`src/rtl/bin9_bcd_display.sv`:
```
// bin9_bcd_display: converts a 9-bit adder/subtractor result (unsigned or
// two's complement) to BCD with a sequential double-dabble engine and drives
// a 4-digit multiplexed, active-low seven-segment display
// (an[0] = units, an[1] = tens, an[2] = hundreds, an[3] = sign).
// Optional feature macro: LEADING_ZERO_BLANK_EN -- when defined, leading
// zeros on the hundreds and tens digits are blanked; units is always shown.
module bin9_bcd_display #(
    parameter int REFRESH_DIV = 50000
) (
    input  logic       clk,
    input  logic       rst,
    input  logic [8:0] resultado,
    input  logic       Sel,
    input  logic       in_valid,
    output logic       busy,
    output logic       done,
    output logic [3:0] an,
    output logic [6:0] seg
);

    localparam int CW = $clog2(REFRESH_DIV);
    localparam logic [CW-1:0] REFRESH_LAST = CW'(REFRESH_DIV - 1);

    typedef enum logic [1:0] {
        IDLE,
        SHIFT,
        DONE
    } state_t;

    state_t      state;
    logic [8:0]  mag;
    logic [11:0] bcd;
    logic [3:0]  iter;
    logic        sign_cap;

    logic [3:0]  disp_h;
    logic [3:0]  disp_t;
    logic [3:0]  disp_u;
    logic        disp_sign;

    logic [CW-1:0] refresh_cnt;
    logic [1:0]    digit_idx;

    logic        cap_sign;
    logic [8:0]  cap_mag;
    logic [10:0] bcd_adj;
    logic [3:0]  nib;
    logic        blank;
    logic        is_sign_digit;
    logic [3:0]  an_next;
    logic [6:0]  seg_next;

    function automatic logic [6:0] glyph(input logic [3:0] n);
        case (n)
            4'd0:    glyph = 7'b1000000;
            4'd1:    glyph = 7'b1111001;
            4'd2:    glyph = 7'b0100100;
            4'd3:    glyph = 7'b0110000;
            4'd4:    glyph = 7'b0011001;
            4'd5:    glyph = 7'b0010010;
            4'd6:    glyph = 7'b0000010;
            4'd7:    glyph = 7'b1111000;
            4'd8:    glyph = 7'b0000000;
            4'd9:    glyph = 7'b0010000;
            default: glyph = 7'b1111111;
        endcase
    endfunction

    // Sign/magnitude split of the incoming operand; negating -256 wraps back to 256 in 9 bits
    always_comb begin
        cap_sign = Sel & resultado[8];
        cap_mag  = cap_sign ? (~resultado + 9'd1) : resultado;
    end

    // Add-3 correction for one double-dabble step; hundreds never exceeds 2 before a shift since the input is below 512, so it needs no correction
    always_comb begin
        bcd_adj = bcd[10:0];
        if (bcd[3:0] >= 4'd5) begin
            bcd_adj[3:0] = bcd[3:0] + 4'd3;
        end
        if (bcd[7:4] >= 4'd5) begin
            bcd_adj[7:4] = bcd[7:4] + 4'd3;
        end
    end

    // Conversion FSM: capture, nine shift iterations, then publish to the display registers
    always_ff @(posedge clk) begin
        if (rst) begin
            state     <= IDLE;
            busy      <= 1'b0;
            done      <= 1'b0;
            mag       <= 9'd0;
            bcd       <= 12'd0;
            iter      <= 4'd0;
            sign_cap  <= 1'b0;
            disp_h    <= 4'd0;
            disp_t    <= 4'd0;
            disp_u    <= 4'd0;
            disp_sign <= 1'b0;
        end else begin
            done <= 1'b0;
            case (state)
                IDLE: begin
                    if (in_valid) begin
                        sign_cap <= cap_sign;
                        mag      <= cap_mag;
                        bcd      <= 12'd0;
                        iter     <= 4'd0;
                        busy     <= 1'b1;
                        state    <= SHIFT;
                    end
                end
                SHIFT: begin
                    bcd  <= {bcd_adj, mag[8]};
                    mag  <= {mag[7:0], 1'b0};
                    iter <= iter + 4'd1;
                    if (iter == 4'd8) begin
                        state <= DONE;
                    end
                end
                DONE: begin
                    disp_h    <= bcd[11:8];
                    disp_t    <= bcd[7:4];
                    disp_u    <= bcd[3:0];
                    disp_sign <= sign_cap;
                    done      <= 1'b1;
                    busy      <= 1'b0;
                    state     <= IDLE;
                end
                default: begin
                    busy  <= 1'b0;
                    state <= IDLE;
                end
            endcase
        end
    end

    // Free-running refresh timer that steps the scanned digit on every wrap
    always_ff @(posedge clk) begin
        if (rst) begin
            refresh_cnt <= '0;
            digit_idx   <= 2'd0;
        end else if (refresh_cnt == REFRESH_LAST) begin
            refresh_cnt <= '0;
            digit_idx   <= digit_idx + 2'd1;
        end else begin
            refresh_cnt <= refresh_cnt + CW'(1);
        end
    end

    // Choose the nibble, anode pattern and blanking for the currently scanned digit
    always_comb begin
        nib           = 4'd0;
        blank         = 1'b0;
        is_sign_digit = 1'b0;
        an_next       = 4'b1111;
        case (digit_idx)
            2'd0: begin
                nib     = disp_u;
                an_next = 4'b1110;
            end
            2'd1: begin
                nib     = disp_t;
                an_next = 4'b1101;
`ifdef LEADING_ZERO_BLANK_EN
                blank   = (disp_h == 4'd0) && (disp_t == 4'd0);
`endif
            end
            2'd2: begin
                nib     = disp_h;
                an_next = 4'b1011;
`ifdef LEADING_ZERO_BLANK_EN
                blank   = (disp_h == 4'd0);
`endif
            end
            default: begin
                is_sign_digit = 1'b1;
                an_next       = 4'b0111;
            end
        endcase
        if (is_sign_digit) begin
            seg_next = disp_sign ? 7'b0111111 : 7'b1111111;
        end else if (blank) begin
            seg_next = 7'b1111111;
        end else begin
            seg_next = glyph(nib);
        end
    end

    // Register anodes and segments together so the pins never glitch between digits
    always_ff @(posedge clk) begin
        if (rst) begin
            an  <= 4'b1110;
            seg <= 7'b1000000;
        end else begin
            an  <= an_next;
            seg <= seg_next;
        end
    end

endmodule

```
`config.mk`:
```
export PLATFORM = sky130hd
export DESIGN_NAME = bin9_bcd_display
export DESIGN_NICKNAME = d
export VERILOG_FILES = /design/src/rtl/bin9_bcd_display.sv
export SDC_FILE = /design/constraint.sdc
export NUM_CORES = 1
export LEC_CHECK = 0
export ABC_AREA = 1
export ABC_CLOCK_PERIOD_IN_PS = 4550
export CAP_MARGIN = 20
export CORE_UTILIZATION = 53
export CTS_CLUSTER_DIAMETER = 200
export DETAILED_ROUTE_END_ITERATION = 8
export PLACE_DENSITY = 0.83
export SYNTH_ARGS = -nofsm -noshare
export SYNTH_HDL_FRONTEND = slang
export SYNTH_SLANG_ARGS = --single-unit
```
`constraint.sdc`:
```
create_clock -name clk -period 4.55 [get_ports clk]
set_clock_uncertainty 0.2 [all_clocks]
set_input_delay 0.455 -clock clk [delete_from_list [all_inputs] [get_ports clk]]
set_output_delay 0.455 -clock clk [all_outputs]
set_load 0.01 [all_outputs]
```
After elaboration in Yosys (flattened, before gate mapping)
Memory sizes are Yosys's and may differ from the RTL's.
Cells that the tools add are included.

word-level totals
  memory bits (read-only) = 112
  output and inout port bits = 13
  input bits = 13
  memories kept = 1
  word-level logic and storage cells = 63
  register bits after elaboration = 72

cells by class
  $add $sub $neg = 6
  mux-type cells = 19
  reductions and logical operators = 9
  $lt $le $gt $ge = 2
  bitwise gates (word level) = 3
  equal/unequal tests = 8

memories
  memory            words  bits a word  rd ports  clocked after memory_dff  write ports  line  text
  (name not given)  16     7            1         0                         0            54    case (n)

operator list
  kind                                                                                  count
  12-bit one-hot mux with 2 select lines                                                1
  4-bit one-hot mux with 3 select lines                                                 2
  9-bit 2-to-1 mux                                                                      2
  9-bit one-hot mux with 2 select lines                                                 1
  16-bit by 1-bit adder with 16-bit output (second input constant)                      1
  16-bit equality test (second input constant)                                          1
  7-bit 2-to-1 mux                                                                      2
  12-bit 2-to-1 mux                                                                     1
  4-bit 2-to-1 mux                                                                      3
  9-bit by 1-bit adder with 9-bit output (second input constant)                        1
  9-bit NOT                                                                             1
  4-bit by 2-bit adder with 4-bit output (second input constant)                        2
  4-bit by 3-bit greater-or-equal comparator with 1-bit output (second input constant)  2
  4-bit one-hot mux with 2 select lines                                                 1
  2-bit AND reduction                                                                   4
  4-bit by 1-bit adder with 4-bit output (second input constant)                        1
  2-bit by 1-bit equality test with 1-bit output (second input constant)                2
  2-bit equality test (second input constant)                                           2
  4-bit equality test (second input constant)                                           1
  2-bit logical NOT                                                                     2
  2-bit 2-to-1 mux                                                                      2
  2-bit inequality test (second input constant)                                         2
  2-bit one-hot mux with 2 select lines                                                 1
  3-bit OR reduction                                                                    1
  other kinds (7)                                                                       8

Longest topological paths before layout
Gate-level depths: netlist (run 1).

  depth after elaboration = 5
  gate-level depth with buffers = 13
  gate-level depth less buffers = 13

Least setup slack after synthesis (run 1)
OpenSTA, ideal clock, no wires.

  path kind = register to register
  from = reg digit_idx[0]
  to = reg seg[3]
  cell stages (with the launch flop) = 11
  arrival = 1.588 ns
  library setup time = 0.132 ns
  required time = 4.218 ns
  path slack = 2.630 ns
  period minus slack after synthesis = 1.920 ns
  path buffers = 0
  cells stage by stage = dfxtp_1 inv_1 ha_1 nand2_1 nand3_1 nand2_1 inv_1 ha_1 nand3b_1 nand3_1 a21oi_1

between the ends
  word-level cells in the longest chain between the ends = 4
  elaborated cells on any way between the ends = 7
  those cells by class = 2 x eq/ne; 2 x mux; 2 x reduce/logical; 1 x memory

ends and longest elaborated chain
  what                                               line  text
  start, declared                                    42    logic [1:0] digit_idx;
  start signal, assigned                             145   digit_idx <= digit_idx + 2'd1;
  2-bit equality test, or another cell as far along  157   case (digit_idx)
  4-bit one-hot mux with 3 select lines              157
  memory 16 x 7 bit                                  --
  7-bit 2-to-1 mux (*)                               181   if (is_sign_digit) begin
  end signal, assigned                               197   seg <= seg_next;
  end, declared                                      18    output logic [6:0] seg

Every way passes the cells marked *; elsewhere a longest branch is shown, timed or not.
A chain may end at the register's enable or synchronous reset.

Final worst setup path (run 1)
Same ends and word-level chain as after synthesis.

==> metrics.cfg, run 1 <==
[yosys]
syn_inst = 483
yosys_warnings = 0
avgSynthCellArea_um2 = 7.22
synth_area_leaders = dfxtp_1, nand2_1, a21oi_1
synth-edff-count = 0
synth_most_common_cell = nand2_1
synth_top_area_cell = dfxtp_1
synth_nets = 513
synth_ff_type = dfxtp_1
synth_area_um2 = 3490
synth_top_cell_area_share_pct = 41.3
synth-async-reset-ratio_pct = 0
ys_seq_area_share_pct = 41.3
synthTopCellsByCount = nand2_1, dfxtp_1, inv_1, nor2_1, a21oi_1
synth_cell_types = 31
synth_seq_cells = 72

[hold_path]
hold_start = refresh_cnt[0]$_SDFF_PP0_
min_path_type = reg -> reg
holdPathEnd = refresh_cnt[0]$_SDFF_PP0_
hold_depth = 1

[worst_setup_path]
rrSetupSlack_ns = 2.41
crit_path_end_kind = register
reg2reg_to = seg[3]$_SDFF_PP0_
reg2reg_depth = 10
worstPathMaxFanout = 5
arrival_ns = 2.17
startpoint_type = register
worst_ep_required_time_ns = 4.58
critPathKind = reg -> reg
r2r_start = digit_idx[0]$_SDFFE_PP0P_

[cts]
numCtsBuffers = 9
cts_max_level = 3
ctsResizeCount = 0
clk_pin_slew_ns = 0.07
clk_latency_ns = 0.35
cts_tree = built
post_cts_buffers = 0
cts-root-buf = clkbuf_8
clock_path_buffers = 2
cts-hold-fix-buffers = 0
numClockSinks = 72

[grt]
gr-usage-met2_pct = 35.8
grt_pass1_vias = 2932
antenna_found_initial = 0
grt.total_usage_pct = 21.5
use_met1_pct = 26.7
grt_max_degree = 32
grt-busiest-layer = met2
met3_usage_pct = 4.37
grt_remaining_overflow = 0
grt_pass1_wl_um = 12300

[pwr]
p_leak_nw = 1.63
power_w = 0.00117
power_density_nw_per_um2 = 296
vdd_drop_max_v = 0.000201

[finish]
nNetsFinal = 540
nFillCells = 565
seqCellArea_um2 = 1440
area_growth_pct = 12.9
diodes = 0
multi_input_area_um2 = 1760
drive_above_1_share_pct = 6.41

[detailed_routing]
drt_iter0_drc = 133
post-route-drc-count = 0
routedWlPerCell_um = 11.6
routed_via_density = 5.30
first_pass_iters = 4
ant_nets = 0
vias = 3137
wl_um = 6880

[timing]
drv_slew = 0
period_minus_slack_ns = 2.14
relSlewSlack_pct = 64.5
rsz0062_at_grt = no
hold_viol = 0
period_share_pct = 47.1
clock.fmax_ghz = 0.467
tightest_slew_ns = 0.531
holdWs_ns = 0.258
setup_viol = 0
fin_tns_setup_ns = 0

[placed_design]
io_buffers = 25
post-dp-hpwl_um = 4840
gp_congestion = 0.868

[floorplanning]
core_area_um2 = 6350
io_pins = 26
die_w_um = 83.1
std_cell_rows = 29
dieArea_um2 = 6910
initial_core_util_pct = 54.9
die_h_um = 83.1

[flow_run]
max_cap_violations = 0

[status]
status = complete, no violations

-- worst max-delay path: stages, from the launching register on --
cell      delay, ns
dfxtp_1        0.40
inv_1          0.10
ha_1           0.26
nand2_1        0.11
nand3_1        0.08
nand2_1        0.15
inv_1          0.09
ha_1           0.28
nand3b_1       0.18
nand3_1        0.10
a21oi_1        0.06
-- state kept, by name (all words and copies together) (netlist names) --
name and count:
disp_sign 1, busy 1, digit_idx 2, refresh_cnt 16
iter 4, disp_t 4, done 1, seg 7
sign_cap 1, state 2, mag 9, disp_u 4
bcd 12, disp_h 4, an 4
-- routing by layer --
layer | vias to the layer above | share of wire [%]
met3 | 15 | 3.9
met1 | 1430 | 46
met2 | 66 | 48
met4 | 0 | 2.3
li1 | 1626 | -
met5 | - | 0
-- report_power, final --
part / switching, W / internal, W
logic: 0.0000533 / 0.0000317
clock network: 0.000236 / 0.000195
registers: 0.00000754 / 0.000642
-- area by class of cell --
type                            instances  area share, %
Clock buffer                           10           3.24
Clock inverter                          6          0.922
Inverter                               59           5.62
Multi-Input combinational cell        342           44.6
Sequential cell                        72           36.6
Tap cell                               77           2.45
Timing Repair Buffer                   26           6.55
-- cell families after synthesis --
kind of cell	count (synthesis)	share of synthesized area, %
flops	72	41.3
buf+inv	69	8.29
xor+xnor	5	1.26
fa+ha+maj	17	6.10
simple gates	234	29.9
compound gates	86	13.1
-- worst max path at each step --
stage	start	to	slack, ns
after floorplan	digit_idx[0]$_SDFFE_PP0P_	seg[3]$_SDFF_PP0_	2.63
after global placement	rst	refresh_cnt[9]$_SDFF_PP0_	2.42
after detailed placement	rst	refresh_cnt[9]$_SDFF_PP0_	2.39
after CTS	digit_idx[0]$_SDFFE_PP0P_	seg[3]$_SDFF_PP0_	2.42
after global routing	digit_idx[0]$_SDFFE_PP0P_	seg[3]$_SDFF_PP0_	2.22
final	digit_idx[0]$_SDFFE_PP0P_	seg[3]$_SDFF_PP0_	2.41
-- cell usage in the layout, fill, tap and decap left out, types with 2 or more instances in the layout --
cell / synthesis / final
nand2_1: 106 / 106
dfxtp_1: 72 / 72
inv_1: 55 / 55
nor2_1: 55 / 55
a21oi_1: 45 / 45
nand3_1: 42 / 42
o21ai_0: 29 / 29
clkdlybuf4s50_1: 0 / 25
ha_1: 17 / 17
clkbuf_8: 0 / 9
nand4_1: 8 / 8
nor3_1: 6 / 6
xor2_1: 5 / 5
nor2_4: 4 / 4
clkinv_2: 0 / 4
nand3b_1: 3 / 3
inv_2: 3 / 3
nand2_2: 3 / 3
a31oi_1: 3 / 3
a22oi_1: 3 / 3
nand2_4: 2 / 2
o21a_1: 2 / 2
o211ai_1: 2 / 2
or2_2: 2 / 2
-- through the flow --
step                util [%]  instances  setup WS (ns)  instance area [um2]
floorplan                  -        483           2.63                 3490
global placement        59.4        576           2.42                 3770
detailed placement      59.4        576           2.39                 3770
CTS                     62.0        592           2.42                 3940
global route            62.0        592           2.22                 3940
finish                  62.0        592           2.41                 3940
(Power assumes the default switching activity.)
==> run 2: changes to the inputs <==
--- a/config.mk
+++ b/config.mk
@@ -6,12 +6,12 @@
 export NUM_CORES = 1
 export LEC_CHECK = 0
 export ABC_AREA = 1
-export ABC_CLOCK_PERIOD_IN_PS = 4550
+export ABC_CLOCK_PERIOD_IN_PS = 1900
 export CAP_MARGIN = 20
-export CORE_UTILIZATION = 53
+export CORE_UTILIZATION = 52
 export CTS_CLUSTER_DIAMETER = 200
 export DETAILED_ROUTE_END_ITERATION = 8
-export PLACE_DENSITY = 0.83
+export PLACE_DENSITY = 0.85
 export SYNTH_ARGS = -nofsm -noshare
 export SYNTH_HDL_FRONTEND = slang
 export SYNTH_SLANG_ARGS = --single-unit
==> constraint.sdc (replaced) <==
create_clock -name clk -period 1.9 [get_ports clk]
set_clock_uncertainty 0.2 [all_clocks]
set_input_delay 0.19 -clock clk [delete_from_list [all_inputs] [get_ports clk]]
set_output_delay 0.19 -clock clk [all_outputs]
set_load 0.01 [all_outputs]
==> run 2 against run 1 <==
Critical path type unchanged; power grew 140%; worst hold slack lost 0.012 ns; sequential power grew 140%; critical endpoint is now seg[6]$_SDFF_PP1_; the run now ends with design-rule violations left; via count grew 4.9%; core utilization grew 3.1 points.
==> metrics.cfg, run 2 (synthesis gave the netlist of run 1 again) <==
[placed_design]
io_buffers = 25
post-dp-hpwl_um = 5160
gp_congestion = 0.860
place_area_um2 = 3920
placed_cells = 593

[floorplanning]
std_cell_rows = 29
io_pins = 26
die_w_um = 83.9
dieArea_um2 = 7040
die_h_um = 83.9
initial_core_util_pct = 54.3
core_area_um2 = 6420

[grt]
grt_pass1_wl_um = 12700
grt_max_degree = 31
antenna_found_initial = 0
grt_pass1_vias = 2999
grt.total_usage_pct = 22.5
grt_remaining_overflow = 0

[detailed_routing]
routedWlPerCell_um = 12.7
ant_nets = 0
drt_iter0_drc = 231
wl_um = 7710
first_pass_iters = 7
routed_via_density = 5.40
vias = 3291
post-route-drc-count = 6

[finish]
top_regs = refresh_cnt x16, bcd x12, mag x9
nNetsFinal = 559
area_growth_pct = 19.9
instances_no_fill = 609
final_core_util_pct = 65.1
regMostFlops = refresh_cnt
nFillCells = 532
final_cell_area_um2 = 4180
drive_above_1_share_pct = 13.7
diodes = 0
largest_reg_flops = 16
final_cell_mix = nand2_1, dfxtp_1, nor2_1
layout_commonest_cell = nand2_1

[worst_setup_path]
worst_ep_required_time_ns = 1.95
reg2reg_depth = 13
crit_path_end_kind = register
r2r_start = digit_idx[0]$_SDFFE_PP0P_
reg2reg_to = seg[6]$_SDFF_PP1_
rrSetupSlack_ns = 0.04
startpoint_type = register
critPathKind = reg -> reg
arrival_ns = 1.91
worstPathMaxFanout = 4

[pwr]
internal_power_w = 0.00212
seqPwrFrac_pct = 55.6
clockPowerShare_pct = 36.4
switching_share_pct = 24.1
pwr-share-comb_pct = 8.1
p_leak_nw = 1.74
vdd_drop_max_v = 0.000406
power_density_nw_per_um2 = 669
switchingPower_w = 0.000674
power_w = 0.00280

[timing]
rsz0062_at_grt = yes
setup_viol = 0
tightest_slew_ns = 0.443
holdWs_ns = 0.246
hold_viol = 0
drv_slew = 0
period_share_pct = 98.0
period_minus_slack_ns = 1.86
clock.fmax_ghz = 0.537
relSlewSlack_pct = 70.4

[cts]
cts_tree = built
cts_max_level = 3
clk_latency_ns = 0.35
numCtsBuffers = 9
numClockSinks = 72
clk_pin_slew_ns = 0.07
clock_path_buffers = 2
cts-root-buf = clkbuf_8
cts-hold-fix-buffers = 0

[flow_run]
max_cap_violations = 0

[status]
violations = design-rule violations
status = finished, violations left

[hold_path]
min_path_type = in -> reg
hold_start = resultado[0]
hold_depth = 3
holdPathEnd = mag[0]$_SDFFE_PP0P_

run 2: cell count changes in the layout (fill, tap and decap cells not counted), sizes merged:
cell,previous run,this run
buf,1,20
clkinvlp,1,0
clkinv,6,2
clkbuf,10,13
run 2: worst max-delay path: stages (launching register included):
cell     delay (ns)
dfxtp_4        0.39
inv_4          0.06
ha_4           0.18
nand2_2        0.07
nand3_2        0.11
nand2_2        0.10
inv_1          0.07
ha_2           0.17
inv_1          0.05
nand3_1        0.09
nand2_1        0.08
nor2_1         0.04
nor2_1         0.10
nor2_1         0.04
run 2: layout make-up:
cell class	instances	area [um2]	area share [%]
sequential	72	1450	34.6
clock buffer	13	149	3.56
tap	77	96.3	2.30
inverter	59	224	5.36
timing repair buffer	45	413	9.87
multi-input combinational	342	1850	44.1
clock inverter	1	5.00	0.120
run 2: metrics by stage:
step	setup slack (ns)	setup TNS [ns]
after global routing	-0.0551	-0.139
after detailed placement	-0.0657	-0.160
after CTS	-0.0189	-0.0291
after global placement	0.0380	0
after floorplan	0.0102	0
final	0.0379	0
run 2: repair_timing:
| item | 4_1_cts | 5_1_grt |
|---|---|---|
| endpoints found under the hold margin | 0 | 0 |
| gates resized for setup | 5 | 26 |
| endpoints found under the setup margin | 6 | 7 |
| pin swaps | 3 | 7 |
| setup buffers | 0 | 2 |
run 2: worst max path at each step:
stage,from,endpoint,slack (ns),cells past startpoint
final,digit_idx[0]$_SDFFE_PP0P_,seg[6]$_SDFF_PP1_,0.04,13
after global routing,digit_idx[1]$_SDFFE_PP0P_,seg[6]$_SDFF_PP1_,-0.06,13
after CTS,digit_idx[0]$_SDFFE_PP0P_,seg[6]$_SDFF_PP1_,-0.02,13
after detailed placement,digit_idx[0]$_SDFFE_PP0P_,seg[3]$_SDFF_PP0_,-0.07,10
after global placement,digit_idx[0]$_SDFFE_PP0P_,seg[3]$_SDFF_PP0_,0.04,10
after floorplan,digit_idx[0]$_SDFFE_PP0P_,seg[3]$_SDFF_PP0_,0.01,10
run 2: power by group through the flow:
stage	sequential, W	clock [W]	combinational, W
global placement	0.00159	0	0.000217
floorplan	0.00159	0	0.000144
global route	0.00155	0.00110	0.000252
detailed placement	0.00159	0	0.000224
CTS	0.00156	0.00103	0.000225
finish	0.00155	0.00102	0.000225
run 2: routing by layer:
layer	global-route usage, %	share of wire [%]
met1	26.1	43
met2	40.1	50
met3	5.04	4.6
met4	8.46	2.4
met5	0	0
